## config.mk

```make
export PLATFORM = sky130hd
export DESIGN_NAME = apb_master_bridge
export DESIGN_NICKNAME = d
export VERILOG_FILES = /design/src/rtl/apb_master_bridge.sv
export SDC_FILE = /design/constraint.sdc
export NUM_CORES = 1
export LEC_CHECK = 0
export CAP_MARGIN = 0
export CORE_MARGIN = 2
export CORE_UTILIZATION = 40
export CTS_CLUSTER_DIAMETER = 40
export CTS_CLUSTER_SIZE = 30
export DETAILED_ROUTE_END_ITERATION = 8
export HOLD_SLACK_MARGIN = 0.15
export MAX_ROUTING_LAYER = met4
export PLACE_DENSITY = 0.87
export SYNTH_ARGS = -nofsm -noshare
export SYNTH_HDL_FRONTEND = slang
export SYNTH_SLANG_ARGS = --single-unit
```

## constraint.sdc

```tcl
create_clock -name PCLK -period 2.32 [get_ports PCLK]
set_clock_uncertainty 0.15 [all_clocks]
set_input_delay 0.348 -clock PCLK [delete_from_list [all_inputs] [get_ports PCLK]]
set_output_delay 0.348 -clock PCLK [all_outputs]
set_load 0.005 [all_outputs]
```

## src/rtl/apb_master_bridge.sv

```systemverilog
// APB3 requester bridge. Accepts one command at a time on a valid/ready port
// and runs it as an APB SETUP/ACCESS transfer. Each completion or timeout
// abort is reported as a single-cycle response pulse.
module apb_master_bridge #(
    parameter int AW      = 32,
    parameter int DW      = 32,
    parameter int TIMEOUT = 16
) (
    input  logic          PCLK,
    input  logic          PRESETn,
    input  logic          cmd_valid,
    output logic          cmd_ready,
    input  logic          cmd_write,
    input  logic [AW-1:0] cmd_addr,
    input  logic [DW-1:0] cmd_wdata,
    output logic          rsp_valid,
    output logic [DW-1:0] rsp_rdata,
    output logic          rsp_err,
    output logic [AW-1:0] PADDR,
    output logic          PSELx,
    output logic          PENABLE,
    output logic          PWRITE,
    output logic [DW-1:0] PWDATA,
    input  logic [DW-1:0] PRDATA,
    input  logic          PREADY,
    input  logic          PSLVERR
);

    localparam logic [1:0] ST_IDLE   = 2'd0;
    localparam logic [1:0] ST_SETUP  = 2'd1;
    localparam logic [1:0] ST_ACCESS = 2'd2;

    // A zero TIMEOUT disables the watchdog; keep a 1-bit counter so the
    // declarations stay legal.
    localparam bit            TO_EN    = (TIMEOUT != 0);
    localparam int            CW       = TO_EN ? $clog2(TIMEOUT + 1) : 1;
    // Abort fires on the wait cycle that would bring the count to TIMEOUT.
    localparam logic [CW-1:0] CNT_LAST = TO_EN ? CW'(TIMEOUT - 1) : '0;

    logic [1:0]    state_q,     state_d;
    logic [CW-1:0] cnt_q,       cnt_d;
    logic          cmd_ready_q, cmd_ready_d;
    logic          rsp_valid_q, rsp_valid_d;
    logic          rsp_err_q,   rsp_err_d;
    logic [DW-1:0] rsp_rdata_q, rsp_rdata_d;
    logic [AW-1:0] paddr_q,     paddr_d;
    logic          psel_q,      psel_d;
    logic          penable_q,   penable_d;
    logic          pwrite_q,    pwrite_d;
    logic [DW-1:0] pwdata_q,    pwdata_d;

    // Next-state logic for the IDLE -> SETUP -> ACCESS -> IDLE transfer sequence.
    always_comb begin
        // NOTE: every _d is given its hold value first so no path can infer a latch.
        state_d     = state_q;
        cnt_d       = cnt_q;
        cmd_ready_d = cmd_ready_q;
        rsp_valid_d = 1'b0;
        rsp_err_d   = 1'b0;
        rsp_rdata_d = rsp_rdata_q;
        paddr_d     = paddr_q;
        psel_d      = psel_q;
        penable_d   = penable_q;
        pwrite_d    = pwrite_q;
        pwdata_d    = pwdata_q;

        case (state_q)
            ST_IDLE: begin
                cmd_ready_d = 1'b1;
                if (cmd_valid && cmd_ready_q) begin
                    paddr_d     = cmd_addr;
                    pwrite_d    = cmd_write;
                    pwdata_d    = cmd_wdata;
                    psel_d      = 1'b1;
                    penable_d   = 1'b0;
                    cmd_ready_d = 1'b0;
                    state_d     = ST_SETUP;
                end
            end

            ST_SETUP: begin
                penable_d = 1'b1;
                cnt_d     = '0;
                state_d   = ST_ACCESS;
            end

            ST_ACCESS: begin
                if (PREADY) begin
                    psel_d      = 1'b0;
                    penable_d   = 1'b0;
                    rsp_valid_d = 1'b1;
                    rsp_err_d   = PSLVERR;
                    rsp_rdata_d = pwrite_q ? '0 : PRDATA;
                    cmd_ready_d = 1'b1;
                    state_d     = ST_IDLE;
                end else if (TO_EN && (cnt_q == CNT_LAST)) begin
                    psel_d      = 1'b0;
                    penable_d   = 1'b0;
                    rsp_valid_d = 1'b1;
                    rsp_err_d   = 1'b1;
                    rsp_rdata_d = '0;
                    cmd_ready_d = 1'b1;
                    state_d     = ST_IDLE;
                end else if (TO_EN) begin
                    cnt_d = cnt_q + CW'(1);
                end
            end

            default: begin
                psel_d      = 1'b0;
                penable_d   = 1'b0;
                cmd_ready_d = 1'b0;
                state_d     = ST_IDLE;
            end
        endcase
    end

    // State and output registers; reset clears every output and drops any transfer.
    always_ff @(posedge PCLK or negedge PRESETn) begin
        if (!PRESETn) begin
            state_q     <= ST_IDLE;
            cnt_q       <= '0;
            cmd_ready_q <= 1'b0;
            rsp_valid_q <= 1'b0;
            rsp_err_q   <= 1'b0;
            rsp_rdata_q <= '0;
            paddr_q     <= '0;
            psel_q      <= 1'b0;
            penable_q   <= 1'b0;
            pwrite_q    <= 1'b0;
            pwdata_q    <= '0;
        end else begin
            // NOTE: non-blocking so every register samples the pre-edge values.
            state_q     <= state_d;
            cnt_q       <= cnt_d;
            cmd_ready_q <= cmd_ready_d;
            rsp_valid_q <= rsp_valid_d;
            rsp_err_q   <= rsp_err_d;
            rsp_rdata_q <= rsp_rdata_d;
            paddr_q     <= paddr_d;
            psel_q      <= psel_d;
            penable_q   <= penable_d;
            pwrite_q    <= pwrite_d;
            pwdata_q    <= pwdata_d;
        end
    end

    assign cmd_ready = cmd_ready_q;
    assign rsp_valid = rsp_valid_q;
    assign rsp_err   = rsp_err_q;
    assign rsp_rdata = rsp_rdata_q;
    assign PADDR     = paddr_q;
    assign PSELx     = psel_q;
    assign PENABLE   = penable_q;
    assign PWRITE    = pwrite_q;
    assign PWDATA    = pwdata_q;

endmodule

```

[After elaboration in Yosys (flattened, before gate mapping)]
Cells that the tools add are included.
Widths: inputs -> output; s select.
Word-level totals
  logic and storage cells: 55
  register bits: 109
  bits of input ports: 102
Cells by class
  add/sub/neg operators: 1
  equality and inequality tests: 7
  reduce and logical (&&, ||, !) cells: 10
  bitwise logic cells: 1
  muxes and demuxes: 25
Operators with widths (number)
  $mux 32: 3
  $mux 1: 12
  $mux 5: 2
  $pmux 5 s2: 1
  $pmux 1 s3: 3
  $reduce_and 2->1: 4
  $mux 2: 3
  $ne 2x2->1 const B: 3
  $pmux 2 s3: 1
  $reduce_and 3->1: 2
  $add 5x1->5 const B: 1
  $eq 5x4->1 const B: 1
  $reduce_bool 2->1: 2
  $ne 3x3->1 const B: 1
  $eq 2x1->1 const B: 1
  $eq 2x2->1 const B: 1
  $logic_not 2->1: 1
  $logic_and 1x1->1: 1
  $not 1->1: 1

[Logic depth before layout (Yosys ltp)]
Gate-level depths: netlist of the first run.
  depth after elaboration: 4
  gate-level depth with buffers: 7
  mapped depth without buffers: 6

[Worst setup path after synthesis of the first run]
Ideal clock, no wire load.
  path kind: register to register
  start: register cnt_q[0]
  end: register cnt_q[3]
  setup slack: 0.247 ns
  arrival time: 1.854 ns
  cell stages (with the launch flop): 7
  library setup time: 0.069 ns
  period minus slack after synthesis: 2.073 ns
  required time: 2.101 ns
  cell sequence: dfrtp_1 ha_1 and3_1 ha_1 or3_1 or4_1 nand3_1
Between the ends
  word-level cells in the longest chain between the ends: 4
Ends and longest elaborated chain
  start: declaration: line 41  | logic [CW-1:0] cnt_q, cnt_d;
  start signal: assignment: line 135  | cnt_q <= cnt_d;
  $add 5x1->5: line 105  | cnt_d = cnt_q + CW'(1);
  $mux 5: line 96  | end else if (TO_EN && (cnt_q == CNT_LAST)) begin
  $mux 5: line 88  | if (PREADY) begin
  $pmux 5 s2: line 67  | case (state_q)
Several ways; a longest one is shown, not always the timed one. The select of a mux whose other input is x is not followed.
A chain may end at the register's enable or synchronous reset.

[Worst setup path after layout of the first run]
Same ends and word-level chain as after synthesis.

==> flow_summary.ini, run 1 <==
[yosys]
synthesis.area_um2 = 4570
syn_nets = 437
synth_seq_cells = 108
synth_edf_count = 0
yosys.area.top_type_share = 0.592
async_flop_share = 1.00
ys_seq_area_frac = 0.592
synth.cells.most_frequent = 108 x dfrtp_1, 37 x inv_1, 37 x nand2_1, 35 x mux2_2, 33 x mux2i_1
yosysMostFrequentCell = dfrtp_1
ys_types = 34
yosysWarnings = 0
synth_area_per_cell_um2 = 13.8
synthFlopType = dfrtp_1
netlist_instances = 332
netlist_top_cells_area = dfrtp_1 59%, mux2_4 9.9%, mux2_2 8.6%, mux2i_1 7.2%, inv_1 3.0%
synth_top_area_cell = dfrtp_1

[cts]
clock_latency_ps = 350
cts.sinks = 108
cts_buffers = 9
clk_root_buffer_cell = clkbuf_16
clk_pin_slew_ps = 70
htreeDepth = 3
cts.path.max_buffers = 2
cts_tree = yes

[route]
viasPerCell = 4.78
route.met3.wl_um = 630
drc = 0
drt_iter0_drc = 127
drt_first_pass_iters = 6
top_layer_used = met4
ant_nets = 0
wl_met2_um = 6040
wl_um = 11300
wirelength_met1_um = 4460
vias = 3286
wire_per_inst_um = 16.4

[final_layout]
multi_input_area_um2 = 1570
fin_nets = 645
diodes = 0
drive_gt1_frac = 0.178
finalNonFillerCells = 688
fillers = 868
synthToLayoutAreaGrowth_pct = 54.7
ff_latch_area_um2 = 2700

[place]
dpl.hpwl_um = 8250
place.gp.congestion = 0.796
place.port_buffers = 203
dp.cells = 671

[timing]
layout_min_cycle_time_ps = 2190
min_period_over_period = 0.943
final-setup-viol-count = 0
tns_ps = 0
fmax_ghz = 0.457
hold_violations = 0
rsz0062_at_grt = false
slew_headroom = 0.596
slew_viol_final = 0
tightest_slew_ps = 606

[die]
die-height_um = 111
die_w_um = 111
core_area_um2 = 11300
die-area_um2 = 12300
start_util = 0.405
num_rows = 39
io_pins = 204

[power]
cellPowerDensity_nw_per_um2 = 1200
seqPwrFrac = 0.369
clkPwrFrac = 0.184
p_int_uw = 6090
ir_worst_vdd_mv = 0.992
combPwrFrac = 0.447
power_switching_uw = 2370
switching_share = 0.280
leakage_uw = 0.00300

[grt]
grt_pass1_vias = 3617
grt_pass1_wl_um = 18400
overflow = 0
antenna_found_initial = 0
grt_start_max_net_pins = 109
grt_usage = 0.196

[min_path]
hold_path_class = reg -> reg

[critical_path]
cp-start-kind = flip-flop
crit_type = reg -> reg
end_kind = flip-flop
cp.required_ps = 2460
worstPathArrival_ps = 2320
critPathMaxFanout = 4

[status]
status = finished, final reports clean

[flow_run]
drv_cap = 0
## cells by family (layout without fill, tap and decap cells)
family          count (synthesis)  after routing  share of synthesized area
flops                         108            108                      0.592
mux                            98             98                      0.257
simple gates                   53             53                     0.0545
fa+ha+maj                       3              3                    0.00822
buf+inv                        55            268                     0.0649
compound gates                 15             15                     0.0233
## per-stage QoR
step / hold WS [ps] / area [µm²] / setup WS, ps / total power [µW] / util
after floorplan: -97.6 / 4570 / 247 / 4890 / -
after global placement: 313 / 6750 / 197 / 6820 / 0.599
after detailed placement: 319 / 6750 / 148 / 6970 / 0.599
after CTS: 360 / 7060 / 143 / 8580 / 0.627
after global routing: 367 / 7060 / 34.5 / 8950 / 0.627
final: 355 / 7060 / 132 / 8460 / 0.627
## worst max-delay path, cell delays in order (launching register included)
cell	delay, ps
dfrtp_1	420
ha_1	230
and3_1	210
ha_1	220
or3_1	340
or4_1	460
nand3_1	90
## layer usage
layer	up-vias	track usage
met5	-	-
met4	0	0.0667
met3	18	0.0601
met2	134	0.337
met1	1628	0.217
li1	1506	-
## final timing paths
check / from / end / slack (ps) / cells after the start
setup / recovery: cnt_q[0]$_DFFE_PN0P_ / cnt_q[3]$_DFFE_PN0P_ / 130 / 6
hold / removal: PADDR[29]$_DFFE_PN0P_ / PADDR[29]$_DFFE_PN0P_ / 350 / 1
setup reg to reg: cnt_q[0]$_DFFE_PN0P_ / cnt_q[3]$_DFFE_PN0P_ / 130 / 6
hold reg to reg: PADDR[29]$_DFFE_PN0P_ / PADDR[29]$_DFFE_PN0P_ / 350 / 1
max in group asynchronous: PRESETn / PADDR[23]$_DFFE_PN0P_ / 1090 / 3
min in group asynchronous: PRESETn / PWDATA[18]$_DFFE_PN0P_ / 430 / 3
## layout by cell type (no fill, tap or decap), drive strengths merged, types with 2 or more instances in the layout
cell           netlist  routed
clkdlybuf4s50        0     202
nor3                 2       2
o21ai                3       3
ha                   3       3
and3                 3       3
inv                 38      38
mux2i               33      33
a31oi                2       2
buf                 15      11
dfrtp              108     108
a22o                 2       2
nand3                2       2
nor2                 3       3
clkbuf               2      12
nand2               37      37
clkinv               0       2
mux2                65      65
o22ai                2       2
nor2b                3       3
## area by class of cell
type | count | share of cell area
Multi-Input combinational cell | 169 | 0.222
Sequential cell | 108 | 0.383
Clock inverter | 4 | 0.00673
Tap cell | 143 | 0.0253
Inverter | 38 | 0.0202
Clock buffer | 12 | 0.0363
Timing Repair Buffer | 214 | 0.306
## flip-flops by register name, summed over array words and instances (netlist names)
register and flops:
cnt_q 5, rsp_valid 1, PADDR 32, PWRITE 1, rsp_err 1, cmd_ready 1
PSELx 1, state_q 2, rsp_rdata 32, PWDATA 32
## power groups by stage
stage	registers (µW)	clock network [µW]	logic, µW
4_1_cts	3130	1610	3840
5_1_grt	3220	1690	4040
3_5_place_dp	3150	0	3820
2_1_floorplan	3170	0	1730
3_3_place_gp	3100	0	3720
6_report	3120	1550	3780
## what timing repair did
item | in CTS | in global routing
hold buffers | 1 | 0
hold endpoints to repair | 108 | 0
setup buffers | 0 | 0
gates resized for setup | 0 | 0
(Power assumes the default switching activity.)
==> run 2: changes to the inputs <==
--- a/config.mk
+++ b/config.mk
@@ -5,15 +5,16 @@
 export SDC_FILE = /design/constraint.sdc
 export NUM_CORES = 1
 export LEC_CHECK = 0
+export ABC_CLOCK_PERIOD_IN_PS = 2320
 export CAP_MARGIN = 0
 export CORE_MARGIN = 2
 export CORE_UTILIZATION = 40
-export CTS_CLUSTER_DIAMETER = 40
+export CTS_CLUSTER_DIAMETER = 120
 export CTS_CLUSTER_SIZE = 30
 export DETAILED_ROUTE_END_ITERATION = 8
 export HOLD_SLACK_MARGIN = 0.15
 export MAX_ROUTING_LAYER = met4
-export PLACE_DENSITY = 0.87
+export PLACE_DENSITY = 0.75
 export SYNTH_ARGS = -nofsm -noshare
 export SYNTH_HDL_FRONTEND = slang
 export SYNTH_SLANG_ARGS = --single-unit
==> flow_summary.ini, run 2 (same netlist as run 1, synthesis figures left out) <==
[die]
core_area_um2 = 11300
io_pins = 204
die-area_um2 = 12300
die-height_um = 111
num_rows = 39
start_util = 0.405
die_w_um = 111

[grt]
antenna_found_initial = 0
grt_pass1_wl_um = 17900
grt_usage = 0.189
grt_pass1_vias = 3495
grt_start_max_net_pins = 109
overflow = 0

[final_layout]
diodes = 0
final_cell_mix = 202 x clkdlybuf4s50_1, 108 x dfrtp_1, 37 x inv_1, 37 x nand2_1, 35 x mux2_2
fin_nets = 646
final_util = 0.630
synthToLayoutAreaGrowth_pct = 55.6
drive_gt1_frac = 0.179
fillers = 886
final_common_cell = clkdlybuf4s50_1

[timing]
hold_violations = 0
slew_headroom = 0.571
fmax_ghz = 0.457
tightest_slew_ps = 643
tns_ps = 0
final-setup-viol-count = 0
min_period_over_period = 0.942
rsz0062_at_grt = false
layout_min_cycle_time_ps = 2190
slew_viol_final = 0

[route]
drt_first_pass_iters = 4
ant_nets = 0
wl_um = 10800
wire_per_inst_um = 15.7
vias = 3211
drc = 0
drt_iter0_drc = 170
viasPerCell = 4.66

[min_path]
hold_path_class = reg -> reg

[critical_path]
r2r_slack_ps = 130
end_kind = flip-flop
crit_type = reg -> reg
cp-start-kind = flip-flop
cp.required_ps = 2450
critPathMaxFanout = 4
worstPathArrival_ps = 2310

[power]
leakage_uw = 0.00302
switching_share = 0.273
clkPwrFrac = 0.186
cellPowerDensity_nw_per_um2 = 1190
p_int_uw = 6160
power_switching_uw = 2310
combPwrFrac = 0.448
ir_worst_vdd_mv = 0.770
seqPwrFrac = 0.366

[cts]
cts_hold_buf = 1
cts_resized = 0
cts_setup_buffers = 0
cts.path.max_buffers = 2
clk_root_buffer_cell = clkbuf_16
clock_latency_ps = 340
clk_pin_slew_ps = 70
cts_tree = yes
cts.sinks = 108
cts_buffers = 9
htreeDepth = 3

[flow_run]
drv_cap = 0

[place]
dpl.hpwl_um = 7890
place.gp.congestion = 0.806
place.port_buffers = 203

[status]
status = finished, final reports clean
-- run 2: cell types whose count changed in the layout (fill, tap and decap cells not counted) --
cell,previous run,this run
buf_12,4,6
clkinvlp_4,1,0
clkinv_4,0,1
clkbuf_8,2,3
clkinv_2,2,1
buf_4,7,6
-- run 2: area by class of cell --
| type | count | area (µm²) | share of cell area |
|---|---|---|---|
| Tap cell | 143 | 179 | 0.0252 |
| Sequential cell | 108 | 2700 | 0.380 |
| Clock inverter | 3 | 43.8 | 0.00616 |
| Clock buffer | 13 | 270 | 0.0380 |
| Timing Repair Buffer | 215 | 2200 | 0.309 |
| Inverter | 38 | 143 | 0.0201 |
| Multi-Input combinational cell | 169 | 1570 | 0.221 |
-- run 2: routing by layer --
layer | up-vias | global-route usage | part of all wire
li1 | 1514 | - | -
met1 | 1556 | 0.221 | 0.42
met2 | 124 | 0.311 | 0.50
met3 | 17 | 0.0612 | 0.057
met4 | 0 | 0.0575 | 0.020
met5 | - | - | 0
-- run 2: power by group through the flow --
| stage | sequential (µW) | clock (µW) | combinational (µW) |
|---|---|---|---|
| after floorplan | 3170 | 0 | 1730 |
| after global placement | 3110 | 0 | 3740 |
| after detailed placement | 3140 | 0 | 3840 |
| after CTS | 3110 | 1640 | 3860 |
| after global routing | 3210 | 1720 | 4050 |
| final | 3100 | 1570 | 3800 |
-- run 2: worst paths after layout --
check / startpoint / end / cells after the start
worst min-delay path: PADDR[23]$_DFFE_PN0P_ / PADDR[23]$_DFFE_PN0P_ / 1
min in group asynchronous: PRESETn / rsp_rdata[3]$_DFFE_PN0P_ / 3
worst max-delay path: cnt_q[0]$_DFFE_PN0P_ / cnt_q[3]$_DFFE_PN0P_ / 6
worst min register to register: PADDR[23]$_DFFE_PN0P_ / PADDR[23]$_DFFE_PN0P_ / 1
worst max register to register: cnt_q[0]$_DFFE_PN0P_ / cnt_q[3]$_DFFE_PN0P_ / 6
max in group asynchronous: PRESETn / rsp_rdata[20]$_DFFE_PN0P_ / 3
-- run 2: through the flow --
step	instance area [µm²]	hold slack, ps	cells	total power [µW]	setup slack [ps]
after floorplan	4570	-97.6	332	4890	247
after global placement	6780	319	672	6850	202
after detailed placement	6780	327	672	6980	139
after CTS	7110	360	689	8610	133
after global routing	7110	374	689	8980	13.0
final	7110	355	689	8470	134
-- run 2: critical path, cell delays in order, from the launching register on --
cell and delay [ps]:
dfrtp_1 420, ha_1 240, and3_1 220, ha_1 220, or3_1 320, or4_1 460, nand3_1 90
